==> config.mk <==
export PLATFORM = sky130hd
export DESIGN_NAME = ddr3_iod_dly_ctrl
export DESIGN_NICKNAME = d
export VERILOG_FILES = /design/src/rtl/ddr3_iod_dly_ctrl.sv
export SDC_FILE = /design/constraint.sdc
export NUM_CORES = 1
export LEC_CHECK = 0
export CORE_UTILIZATION = 38
export CTS_BUF_LIST = sky130_fd_sc_hd__clkbuf_8
export CTS_CLUSTER_SIZE = 24
export DETAILED_ROUTE_END_ITERATION = 8
export SETUP_SLACK_MARGIN = 0.5
export SLEW_MARGIN = 20
export SYNTH_ARGS = -nofsm -noshare
export SYNTH_HDL_FRONTEND = slang
export SYNTH_SLANG_ARGS = --single-unit
==> constraint.sdc <==
create_clock -name FAB_CLK -period 7.1 [get_ports FAB_CLK]
set_input_delay 1.42 -clock FAB_CLK [delete_from_list [all_inputs] [get_ports FAB_CLK]]
set_output_delay 1.42 -clock FAB_CLK [all_outputs]
set_load 0.1 [all_outputs]
==> src/rtl/ddr3_iod_dly_ctrl.sv <==
// ddr3_iod_dly_ctrl: sequences LOAD / MOVE / DIRECTION pulses for one DDR3 PHY
// IOD delay line from LOAD / INC-by-N / DEC-by-N commands, keeping a shadow
// tap count and a sticky out-of-range flag.
module ddr3_iod_dly_ctrl #(
    parameter int TAP_W       = 8,
    parameter int INIT_TAP    = 1,
    parameter int MAX_TAP     = 127,
    parameter int LOAD_CYCLES = 2,
    parameter int MOVE_GAP    = 3
) (
    input  logic             FAB_CLK,
    input  logic             SYNC_RST,
    input  logic             CMD_VALID,
    output logic             CMD_READY,
    input  logic [1:0]       CMD_OP,
    input  logic [TAP_W-1:0] CMD_STEPS,
    output logic             CMD_DONE,
    output logic             CMD_ERR,
    output logic [TAP_W-1:0] TAP_COUNT,
    output logic             OOR_ERR,
    output logic             DELAY_LINE_LOAD,
    output logic             DELAY_LINE_MOVE,
    output logic             DELAY_LINE_DIRECTION,
    input  logic             DELAY_LINE_OUT_OF_RANGE
);

    localparam int CNT_W = 8;
    localparam logic [TAP_W-1:0] INIT_TAP_C = TAP_W'(INIT_TAP);
    localparam logic [TAP_W-1:0] MAX_TAP_C  = TAP_W'(MAX_TAP);
    localparam logic [TAP_W-1:0] ZERO_TAP   = {TAP_W{1'b0}};
    localparam logic [TAP_W-1:0] ONE_TAP    = TAP_W'(1);
    localparam logic [CNT_W-1:0] CNT_ZERO   = {CNT_W{1'b0}};
    localparam logic [CNT_W-1:0] CNT_ONE    = CNT_W'(1);
    localparam logic [CNT_W-1:0] LOAD_LAST  = CNT_W'(LOAD_CYCLES - 1);
    localparam logic [CNT_W-1:0] GAP_LAST   = CNT_W'(MOVE_GAP - 1);

    localparam logic [1:0] OP_LOAD = 2'b00;
    localparam logic [1:0] OP_INC  = 2'b01;
    localparam logic [1:0] OP_DEC  = 2'b10;

    typedef enum logic [2:0] {
        ST_IDLE      = 3'd0,
        ST_LOAD      = 3'd1,
        ST_DIR_SETUP = 3'd2,
        ST_MOVE      = 3'd3,
        ST_GAP       = 3'd4,
        ST_DONE      = 3'd5
    } state_t;

    state_t           state_r;
    logic             ready_r;
    logic             done_r;
    logic             err_r;
    logic             oor_r;
    logic             load_r;
    logic             move_r;
    logic             dir_r;
    logic [TAP_W-1:0] tap_r;
    logic [TAP_W-1:0] rem_r;
    logic [CNT_W-1:0] cnt_r;
    logic [TAP_W-1:0] tap_step_s;

    // True when one more step in direction dir would leave the legal tap range.
    function automatic logic at_limit(input logic dir, input logic [TAP_W-1:0] tap);
        at_limit = dir ? (tap == MAX_TAP_C) : (tap == ZERO_TAP);
    endfunction

    // Tap value after one successful step in the current direction.
    always_comb begin
        tap_step_s = tap_r;
        if (dir_r) begin
            tap_step_s = tap_r + ONE_TAP;
        end else begin
            tap_step_s = tap_r - ONE_TAP;
        end
    end

    // Command sequencer: state, counters, shadow tap and all registered outputs.
    always_ff @(posedge FAB_CLK) begin
        if (SYNC_RST) begin
            state_r <= ST_IDLE;
            ready_r <= 1'b1;
            done_r  <= 1'b0;
            err_r   <= 1'b0;
            oor_r   <= 1'b0;
            load_r  <= 1'b0;
            move_r  <= 1'b0;
            dir_r   <= 1'b0;
            tap_r   <= INIT_TAP_C;
            rem_r   <= ZERO_TAP;
            cnt_r   <= CNT_ZERO;
        end else begin
            done_r <= 1'b0;
            err_r  <= 1'b0;
            load_r <= 1'b0;
            move_r <= 1'b0;
            case (state_r)
                ST_IDLE: begin
                    if (CMD_VALID && ready_r) begin
                        ready_r <= 1'b0;
                        case (CMD_OP)
                            OP_LOAD: begin
                                state_r <= ST_LOAD;
                                load_r  <= 1'b1;
                                cnt_r   <= CNT_ZERO;
                            end
                            OP_INC, OP_DEC: begin
                                if (CMD_STEPS == ZERO_TAP) begin
                                    state_r <= ST_DONE;
                                    done_r  <= 1'b1;
                                end else begin
                                    state_r <= ST_DIR_SETUP;
                                    dir_r   <= (CMD_OP == OP_INC);
                                    rem_r   <= CMD_STEPS;
                                end
                            end
                            default: begin
                                // reserved op completes immediately with an error
                                state_r <= ST_DONE;
                                done_r  <= 1'b1;
                                err_r   <= 1'b1;
                            end
                        endcase
                    end
                end
                ST_LOAD: begin
                    if (cnt_r == LOAD_LAST) begin
                        tap_r   <= INIT_TAP_C;
                        oor_r   <= 1'b0;
                        state_r <= ST_DONE;
                        done_r  <= 1'b1;
                    end else begin
                        cnt_r  <= cnt_r + CNT_ONE;
                        load_r <= 1'b1;
                    end
                end
                ST_DIR_SETUP: begin
                    // saturation pre-check for the first move
                    if (at_limit(dir_r, tap_r)) begin
                        oor_r   <= 1'b1;
                        state_r <= ST_DONE;
                        done_r  <= 1'b1;
                        err_r   <= 1'b1;
                    end else begin
                        move_r  <= 1'b1;
                        state_r <= ST_MOVE;
                    end
                end
                ST_MOVE: begin
                    state_r <= ST_GAP;
                    cnt_r   <= CNT_ZERO;
                end
                ST_GAP: begin
                    if (cnt_r == GAP_LAST) begin
                        if (DELAY_LINE_OUT_OF_RANGE) begin
                            oor_r   <= 1'b1;
                            state_r <= ST_DONE;
                            done_r  <= 1'b1;
                            err_r   <= 1'b1;
                        end else begin
                            tap_r <= tap_step_s;
                            rem_r <= rem_r - ONE_TAP;
                            if (rem_r == ONE_TAP) begin
                                state_r <= ST_DONE;
                                done_r  <= 1'b1;
                            end else if (at_limit(dir_r, tap_step_s)) begin
                                // pre-check on the updated tap before the next move
                                oor_r   <= 1'b1;
                                state_r <= ST_DONE;
                                done_r  <= 1'b1;
                                err_r   <= 1'b1;
                            end else begin
                                move_r  <= 1'b1;
                                state_r <= ST_MOVE;
                            end
                        end
                    end else begin
                        cnt_r <= cnt_r + CNT_ONE;
                    end
                end
                ST_DONE: begin
                    state_r <= ST_IDLE;
                    ready_r <= 1'b1;
                end
                default: begin
                    state_r <= ST_IDLE;
                    ready_r <= 1'b1;
                end
            endcase
        end
    end

    assign CMD_READY            = ready_r;
    assign CMD_DONE             = done_r;
    assign CMD_ERR              = err_r;
    assign TAP_COUNT            = tap_r;
    assign OOR_ERR              = oor_r;
    assign DELAY_LINE_LOAD      = load_r;
    assign DELAY_LINE_MOVE      = move_r;
    assign DELAY_LINE_DIRECTION = dir_r;

endmodule

==> results.toml <==
[placement]
dp_hpwl_microns = 4410
gp_congestion = 0.852
dp_cells = 408
port_buffers = 28

[setup_path]
r2r_start = "DELAY_LINE_DIRECTION"
cp_max_fo = 10
cp.arrival_ns = 2.11
cp.required_ns = 5.68
crit_chain = "clkdlybuf4s50_1"
crit_slowest_cell = "clkdlybuf4s50_1"
path_buf_inv = 1
rrSetupSlack_ns = 4.10
reg2reg_depth = 9
max_stage_delay_ns = 1.22
crit_family = "buffers and inverters"
crit_type = "register to primary output"
worst_setup_path_start_kind = "register"
reg2reg_to = "OOR_ERR"
end_kind = "primary output"

[cts]
cts_tree = "done"
max-clock-path-buffers = 2
htree_levels = 2
clock_sinks = 34
cts_buffers = 5
cts_resized = 0
cts_setup_buffers = 0
clock_latency_ns = 0.28
cts.clk_slew.worst_paths_ns = 0.07
postCtsHoldBufs = 0
cts_root_buf = "clkbuf_8"

[power_and_ir_drop]
power_switching_uw = 488
power_frac_comb = 0.572
p_int_uw = 493
peakVddDrop_mv = 0.167
power.leakage_nw = 1.08
seq_power_share = 0.278
p_per_area_nw_per_um2 = 352
clockPowerShare = 0.149
swShare = 0.498

[synth]
syn-instance-count = 315
synth_edf_count = 0
ys_types = 55
ys_seq_area_frac = 0.288
syn_avg_cell_area_sq_um = 7.51
postSynthNetCount = 347
async_reset_ff_frac = 0
yosys_warnings = 0
synth_area_sq_um = 2370
synth-main-ff-cell = "dfxtp_1"
yosys_register_bits = 34

[global_routing]
grt_usage = 0.195
grt_max_degree = 24
grt_first_pass_wirelength_microns = 9920
grt_pass1_vias = 2157
antenna_found_initial = 0
overflow = 0

[finish]
layout_common_cells = "38 x nor2_1, 38 x nand2_1, 34 x dfxtp_1"
drive_above_1_share = 0.0557
nets = 372
final_cells = 416
area_growth_syn_to_layout_pct = 17.7
diodes = 0
fillCellCount = 639

[sta]
rsz0062_at_grt = "false"
period_share = 0.497
fin_setup_tns_ns = 0
finalHoldViolCount = 0
fmax_mhz = 284
tightest_slew_ns = 0.990
slew_headroom = 0.338
clock_skew_ns = 0.00726
setup_viol = 0
min_period_ns = 3.53
drv_slew = 0

[routing]
wl_microns = 6000
drt_iter0_markers = 105
avgViaCountPerCell = 5.56
ant_nets = 0
detail_route.drc_violations = 0
vias = 2313
drtPass1Iterations = 4
wl_per_cell_microns = 14.4

[die]
die_w_microns = 80.9
die_y_microns = 80.9
core_area_sq_um = 5960
initial_core_util = 0.397
ios = 29
rows = 28
die-area_sq_um = 6550

[run]
maxCapViolCount = 0

[min_path]
hold-path-endpoint = "rem_r[6]"
hold-path-cell-count = 2
min_from = "rem_r[6]"
hold_path_class = "register to register"

[run_status]
status = "completed"
==> flip-flops by register name, summed over array words and instances, names as in the netlist, 3 cells and up <==
signal and count:
cnt_r 8, rem_r 8, TAP_COUNT 8, state_r 3
==> power by group through the flow <==
stage / Sequential, mW / Clock [mW] / Combinational (mW)
finish: 0.273 / 0.146 / 0.562
global route: 0.278 / 0.160 / 0.627
detailed placement: 0.275 / 0 / 0.559
CTS: 0.272 / 0.151 / 0.563
global placement: 0.276 / 0 / 0.557
floorplan: 0.327 / 0 / 0.390
==> layout make-up <==
type | count | area (sq um) | share of cell area
timing repair buffer | 28 | 280 | 0.101
clock buffer | 6 | 82.6 | 0.0297
tap | 75 | 93.8 | 0.0337
inverter | 16 | 60.1 | 0.0216
sequential | 34 | 681 | 0.244
multi-input combinational | 255 | 1580 | 0.567
clock inverter | 2 | 8.76 | 0.00315
==> through the flow <==
step / setup slack [ns] / cell area (sq um) / power, mW / hold slack [ns] / util
after floorplan: 3.78 / 2370 / 0.717 / 0.458 / -
after CTS: 3.55 / 2780 / 0.986 / 0.500 / 0.467
after global routing: 3.45 / 2780 / 1.07 / 0.518 / 0.467
after detailed placement: 3.38 / 2690 / 0.835 / 0.486 / 0.452
final: 3.57 / 2780 / 0.981 / 0.494 / 0.467
after global placement: 3.52 / 2690 / 0.833 / 0.476 / 0.452
==> synth_stat cells, types with 2 or more instances <==
cell type | number | area share
nand2_1 | 38 | 0.060
nor2_1 | 38 | 0.060
dfxtp_1 | 34 | 0.29
a21oi_1 | 28 | 0.059
o21ai_0 | 20 | 0.042
ha_1 | 17 | 0.090
inv_1 | 15 | 0.024
clkbuf_1 | 9 | 0.014
a22oi_1 | 8 | 0.025
nand3_1 | 8 | 0.017
nor3_1 | 8 | 0.017
nand2b_1 | 6 | 0.016
nand4_1 | 5 | 0.013
o211ai_1 | 5 | 0.016
o21ai_1 | 5 | 0.011
xnor2_1 | 5 | 0.019
a21o_1 | 4 | 0.013
and3_1 | 4 | 0.011
nor4_1 | 4 | 0.011
or3_1 | 4 | 0.011
or4_1 | 4 | 0.013
xor2_1 | 4 | 0.015
a211oi_1 | 3 | 0.0095
a31oi_1 | 3 | 0.0079
a211oi_2 | 2 | 0.011
a21oi_2 | 2 | 0.0074
and2_1 | 2 | 0.0053
mux2i_1 | 2 | 0.0085
or3b_4 | 2 | 0.0095
==> cell families (layout without fill, tap and decap cells) <==
kind of cell,count (synthesis),after routing,synth area share
AO/OA/AOI/OAI,95,95,0.256
XOR/XNOR,9,9,0.0333
adder cells (fa/ha/maj),18,18,0.0984
buffers and inverters,26,52,0.0455
flip-flops,34,34,0.288
multiplexers,2,2,0.00846
AND/OR/NAND/NOR,131,131,0.270
==> worst max-delay path by stage <==
stage | start | to | slack [ns] | depth (start not counted)
2_1_floorplan | DELAY_LINE_DIRECTION | OOR_ERR | 3.78 | 9
3_3_place_gp | CMD_OP[0] | rem_r[0] | 3.52 | 8
3_5_place_dp | CMD_OP[0] | rem_r[0] | 3.38 | 8
4_1_cts | DELAY_LINE_DIRECTION | DELAY_LINE_DIRECTION | 3.55 | 1
5_1_grt | CMD_OP[0] | rem_r[0] | 3.45 | 8
6_report | DELAY_LINE_DIRECTION | DELAY_LINE_DIRECTION | 3.57 | 1
==> routing by layer <==
metal,share of wire,track usage,vias up,wire length [microns]
li1,-,-,1189,-
met5,0,0,-,0
met1,0.48,0.250,1067,2860
met3,0.047,0.0360,8,281
met2,0.46,0.329,49,2770
met4,0.015,0.0625,0,89
Power figures use the tool's default switching activity.
==> variant 1: new RTL, same settings <==
Re-encode `state_t` (6 states) as one-hot, 6 bits wide.
--- a/src/rtl/ddr3_iod_dly_ctrl.sv
+++ b/src/rtl/ddr3_iod_dly_ctrl.sv
@@ -38,13 +38,13 @@
     localparam logic [1:0] OP_INC  = 2'b01;
     localparam logic [1:0] OP_DEC  = 2'b10;
 
-    typedef enum logic [2:0] {
-        ST_IDLE      = 3'd0,
-        ST_LOAD      = 3'd1,
-        ST_DIR_SETUP = 3'd2,
-        ST_MOVE      = 3'd3,
-        ST_GAP       = 3'd4,
-        ST_DONE      = 3'd5
+    typedef enum logic [5:0] {
+        ST_IDLE      = 6'b000001,
+        ST_LOAD      = 6'b000010,
+        ST_DIR_SETUP = 6'b000100,
+        ST_MOVE      = 6'b001000,
+        ST_GAP       = 6'b010000,
+        ST_DONE      = 6'b100000
     } state_t;
 
     state_t           state_r;
Behaviour: same outputs for any inputs over 10 cycles, from zero or initial values and one cycle with SYNC_RST high; not proved beyond that.
==> variant 1 against the original RTL <==
  * Area after synthesis increased by 5.5%
  * Non-clock buffer count is 1 higher
  * Setup slack gained 0.072 ns
  * Routed wire length down 3.0%
  * Largest cell class unchanged
  * Highest routed layer unchanged
  * Design area grew 4.0%
  * Sequential cell count rose by 3
Power is not compared: it rests on default switching activity, and its combinational part moved more than twofold at a synthesized area within 25%.
==> variant 1: results (changes against the original RTL) <==
The logs give 147 uV for the maximum resistive drop on vdd and 365 (-1.9%) for the number of nets in the layout. For the number of global-route vias before repair, the log shows 2055 (-4.7%). Worst min-delay path startpoint: OOR_ERR. The run gives 4430 um (+0.36%) as the half-perimeter wire length after detailed placement.

The logs give 29 (+21%) for the largest net degree at the start of global routing and 17.0% (-2.5 points) for the total track usage. The number of iterations in the first detailed-routing pass was 4 (unchanged); the power spent charging and discharging nets was 172 uW. Ranked by total cell area, the synthesized netlist is headed by sky130_fd_sc_hd__dfxtp_1, sky130_fd_sc_hd__ha_1, sky130_fd_sc_hd__a21oi_1. The quantity of I/O buffers inserted on ports is 28 (unchanged).

The share of final-layout standard cells stronger than drive strength 1 was 7.81% (+2.2 points). The share of synthesized area occupied by flip-flops and latches came out at 29.7% (+0.91 points). For the wire length of the first global-routing pass, the log shows 9650 um (-2.8%). The via density per instance was 5.57 (+0.15%).

The wire length after detailed routing came out at 5830 um (-3.0%). The global placer's final weighted congestion is 0.874 (+2.6%). The run finished with clean final reports. The number of cells on the worst reg-to-reg path came out at 10 (+1). The setup slack of the most critical reg-to-reg path is 3.89 ns (-0.21 ns). The tools report the beginning of the critical path as DELAY_LINE_DIRECTION. The total nets after synthesis was 339 (-2.3%); the final clock skew was 0.00684 ns (-0.000421 ns). The data arrival time of the worst path was 2.04 ns (-0.07 ns); the largest fanout on the critical path was 9 (-1). The largest incremental delay on the critical path works out to 1.21 ns. The worst register-to-register path ends at CMD_ERR.

The run gives 61 (+11%) as the distinct cell type count after synthesis. The maximum level of the CTS H-tree came out at 2 (unchanged). The path with the worst hold slack has its endpoint at OOR_ERR. The iteration-0 DRC count of the detailed router is 146 (+39%), and the worst hold margin is 0.483 ns (-0.0106 ns).

The number of warning messages in the yosys log is 0 (unchanged). The commonest cells after synthesis are sky130_fd_sc_hd__dfxtp_1, sky130_fd_sc_hd__nor2_1, sky130_fd_sc_hd__a21oi_1, sky130_fd_sc_hd__nand2_1, sky130_fd_sc_hd__ha_1. The transition at the pin with the smallest max-transition slack is 0.975 ns (-0.0141 ns).
variant 1: metrics by stage:
stage                     instances  total power (uW)  util [%]  cell area [um^2]  worst slack [ns]
after floorplan                 307               345         -              2500              3.48
after global placement          403               380      44.3              2810              3.68
after detailed placement        403               380      44.3              2810              3.58
after CTS                       410               527      45.6              2900              3.62
after global routing            410               554      45.6              2900              3.56
final                           410               522      45.6              2900              3.64
variant 1: how the worst max path moves through the flow:
stage                                end  slack (ns)
floorplan                        OOR_ERR        3.48
finish              DELAY_LINE_DIRECTION        3.64
global route        DELAY_LINE_DIRECTION        3.56
CTS                 DELAY_LINE_DIRECTION        3.62
global placement                rem_r[3]        3.68
detailed placement              rem_r[3]        3.58
variant 1: final cells by class:
class / instances / area [um^2]
Tap cell: 77 / 96.3
Clock inverter: 1 / 3.75
Inverter: 16 / 60.1
Clock buffer: 6 / 82.6
Sequential cell: 37 / 741
Multi-Input combinational cell: 244 / 1630
Timing Repair Buffer: 29 / 288
Fill cell: 623 / 3450
variant 1: tightest hold or removal path: cells and delay by family (launching register included):
| family | cells | cell delay (ns) |
|---|---|---|
| DFF | 1 | 0.32 |
| AOI/OAI and AO/OA | 1 | 0.05 |
| buffers and inverters | 1 | 0.07 |
variant 1: cell families after synthesis:
kind of cell / count (synthesis) / synth area share, %
AO/OA/AOI/OAI: 84 / 23.6
XOR/XNOR: 12 / 4.21
flip-flops: 37 / 29.7
buffers and inverters: 26 / 5.21
multiplexers: 1 / 0.401
AND/OR/NAND/NOR: 129 / 27.6
adder cells (fa/ha/maj): 18 / 9.32
variant 1: routing by layer:
metal	vias to the layer above	wire [um]	GRT usage, %
met5	-	0	0
met4	0	17	3.29
met3	3	163	3.08
met2	33	2840	29.6
met1	1075	2810	22.1
li1	1172	-	-
variant 1: power groups by stage:
stage | combinational, uW | clock [uW] | sequential, uW
6_report | 146 | 145 | 231
5_1_grt | 158 | 163 | 233
2_1_floorplan | 94.8 | 0 | 250
3_5_place_dp | 145 | 0 | 235
3_3_place_gp | 144 | 0 | 235
4_1_cts | 146 | 151 | 231
==> variant 2: new RTL, same flow settings <==
Without the edit above. Change the parameter `TAP_W` from 8 to 6.
--- a/src/rtl/ddr3_iod_dly_ctrl.sv
+++ b/src/rtl/ddr3_iod_dly_ctrl.sv
@@ -2,7 +2,7 @@
 // IOD delay line from LOAD / INC-by-N / DEC-by-N commands, keeping a shadow
 // tap count and a sticky out-of-range flag.
 module ddr3_iod_dly_ctrl #(
-    parameter int TAP_W       = 8,
+    parameter int TAP_W       = 6,
     parameter int INIT_TAP    = 1,
     parameter int MAX_TAP     = 127,
     parameter int LOAD_CYCLES = 2,
Ports: changed (resized CMD_STEPS and TAP_COUNT); port bits go from 29 to 25. The function was not compared with the original's and may differ.
==> variant 2 against the original RTL <==
  * Design area shrank 14%
  * Global-route usage shrank 0.67 points
  * Setup slack gained 0.099 ns
  * Sequential cell count shrank 4
  * Power shrank 35%
  * Die area shrank 13%
  * Routed wire length shrank 17%
  * Area after synthesis shrank 13%
  * Cell count shrank 16%
==> variant 2: results (changes against the original RTL) <==
The run finished with clean final reports. The length of routed met2 wiring is 2250 um (-19%). The complex-gate fraction of the synthesized area is 23.3% (-2.4 points), and the headroom to the max-slew limit is 34.5% (+0.63 points). The maximum resistive drop on vdd came out at 127 uV (-24%). The commonest cells after synthesis are sky130_fd_sc_hd__nor2_1, sky130_fd_sc_hd__dfxtp_1, sky130_fd_sc_hd__nand2_1, sky130_fd_sc_hd__a21oi_1, sky130_fd_sc_hd__ha_1. Iteration-0 DRC count of the detailed router: 77 (-27%).

The data arrival time of the worst path came out at 2.01 ns (-0.10 ns). The power spent charging and discharging nets is 283 uW (-42%), and the mux contribution to synthesized area is 0.486% (-0.36 points). The number of fill cells in the layout is 515 (-19%). The global placer's final weighted congestion was 0.885 (+3.8%); the number of cells on the worst reg-to-reg path was 8 (-1). The number of global-route vias before repair is 1754 (-19%), and the share of final-layout standard cells stronger than drive strength 1 is 5.34% (-0.23 points). The hold-critical path endpoint is rem_r[1].

The tools report the share of synthesized area occupied by flip-flops and latches as 29.2% (+0.39 points). The number of nets in the layout came out at 308 (-17%). The adder and majority gate portion of the synthesized area is 9.48% (-0.36 points), and the number of cells after detailed placement is 344 (-16%).

Leakage power: 0.000920 uW (-15%). The wire length of the first global-routing pass was 8050 um (-19%). The tools report the critical register-to-register path endpoint as CMD_ERR.

The number of vias after detailed routing is 1912 (-17%). The standard cell area after detailed placement is 0.00232 mm^2 (-14%). After synthesis, the cell types taking the most area are sky130_fd_sc_hd__dfxtp_1, sky130_fd_sc_hd__ha_1, sky130_fd_sc_hd__nor2_1.

The via density per instance was 5.45 (-2.0%); the largest fanout on the critical path was 8 (-2). The number of flip-flops under the largest register name came out at 8. The distinct cell type count after synthesis came out at 53 (-3.6%). The largest incremental delay on the critical path works out to 1.20 ns (-0.02 ns). The final clock skew came out at 0.00233 ns (-0.00493 ns). The total nets after synthesis is 287 (-17%), and the amount of wire on met3 after detailed routing is 188 um (-33%). The average footprint of a synthesized cell is 7.92 um^2 (+5.5%), and the setup slack of the most critical reg-to-reg path is 4.35 ns (+0.25 ns).

The run gives 3.46 ns (+0.0725 ns) as the post-placement setup slack. For the total track usage, the log shows 18.8% (-0.67 points). Parity-gate share of the synthesized area counting xor and xnor cells: 4.25% (+0.92 points). The met1 layer wirelength in the final routing was 2460 um (-14%).
variant 2: changes by cell type after synthesis, moves of 4 or more:
cell | unedited run | this run
sky130_fd_sc_hd__nand2_1 | 38 | 21
sky130_fd_sc_hd__xor2_1 | 4 | 8
sky130_fd_sc_hd__dfxtp_1 | 34 | 30
sky130_fd_sc_hd__clkbuf_1 | 9 | 5
sky130_fd_sc_hd__o21ai_0 | 20 | 12
sky130_fd_sc_hd__o21ai_1 | 5 | 1
sky130_fd_sc_hd__a21oi_1 | 28 | 18
variant 2: layer usage:
| metal | vias to the layer above | global-route usage, % |
|---|---|---|
| li1 | 985 | - |
| met1 | 885 | 23.9 |
| met2 | 34 | 31.3 |
| met3 | 8 | 4.10 |
| met4 | 0 | 7.41 |
| met5 | - | 0 |
variant 2: metrics by stage:
step | hold WS (ns) | utilization [%] | total power (uW)
6_report | 0.470 | 46.4 | 638
2_1_floorplan | 0.441 | - | 454
3_3_place_gp | 0.454 | 44.9 | 511
4_1_cts | 0.471 | 46.4 | 642
3_5_place_dp | 0.462 | 44.9 | 510
5_1_grt | 0.495 | 46.4 | 682
variant 2: cell type report:
type,instances,share of cell area [%]
Timing Repair Buffer,24,10.0
Tap cell,70,3.65
Clock inverter,2,0.313
Clock buffer,5,2.87
Sequential cell,30,25.0
Multi-Input combinational cell,208,56.3
Inverter,12,1.88
variant 2: worst max-delay path by stage:
| stage | to | slack [ns] | cells past startpoint |
|---|---|---|---|
| 6_report | DELAY_LINE_DIRECTION | 3.67 | 1 |
| 5_1_grt | rem_r[0] | 3.55 | 8 |
| 4_1_cts | DELAY_LINE_DIRECTION | 3.65 | 1 |
| 3_5_place_dp | rem_r[0] | 3.46 | 8 |
| 3_3_place_gp | rem_r[0] | 3.52 | 8 |
| 2_1_floorplan | rem_r[0] | 4.07 | 8 |
variant 2: worst register-to-register path: stages, from the launching register on:
cell                       delay [ns]
sky130_fd_sc_hd__dfxtp_1         0.52
sky130_fd_sc_hd__inv_1           0.18
sky130_fd_sc_hd__ha_1            0.35
sky130_fd_sc_hd__a211oi_1        0.32
sky130_fd_sc_hd__o21bai_1        0.13
sky130_fd_sc_hd__a21oi_1         0.20
sky130_fd_sc_hd__xnor2_1         0.18
sky130_fd_sc_hd__mux2i_1         0.55
sky130_fd_sc_hd__o21ai_0         0.18
variant 2: power by group through the flow:
stage               clock, uW  combinational [uW]  sequential, uW
CTS                       133                 289             220
global placement            0                 287             224
detailed placement          0                 287             224
global route              139                 319             224
floorplan                   0                 202             252
finish                    128                 290             221
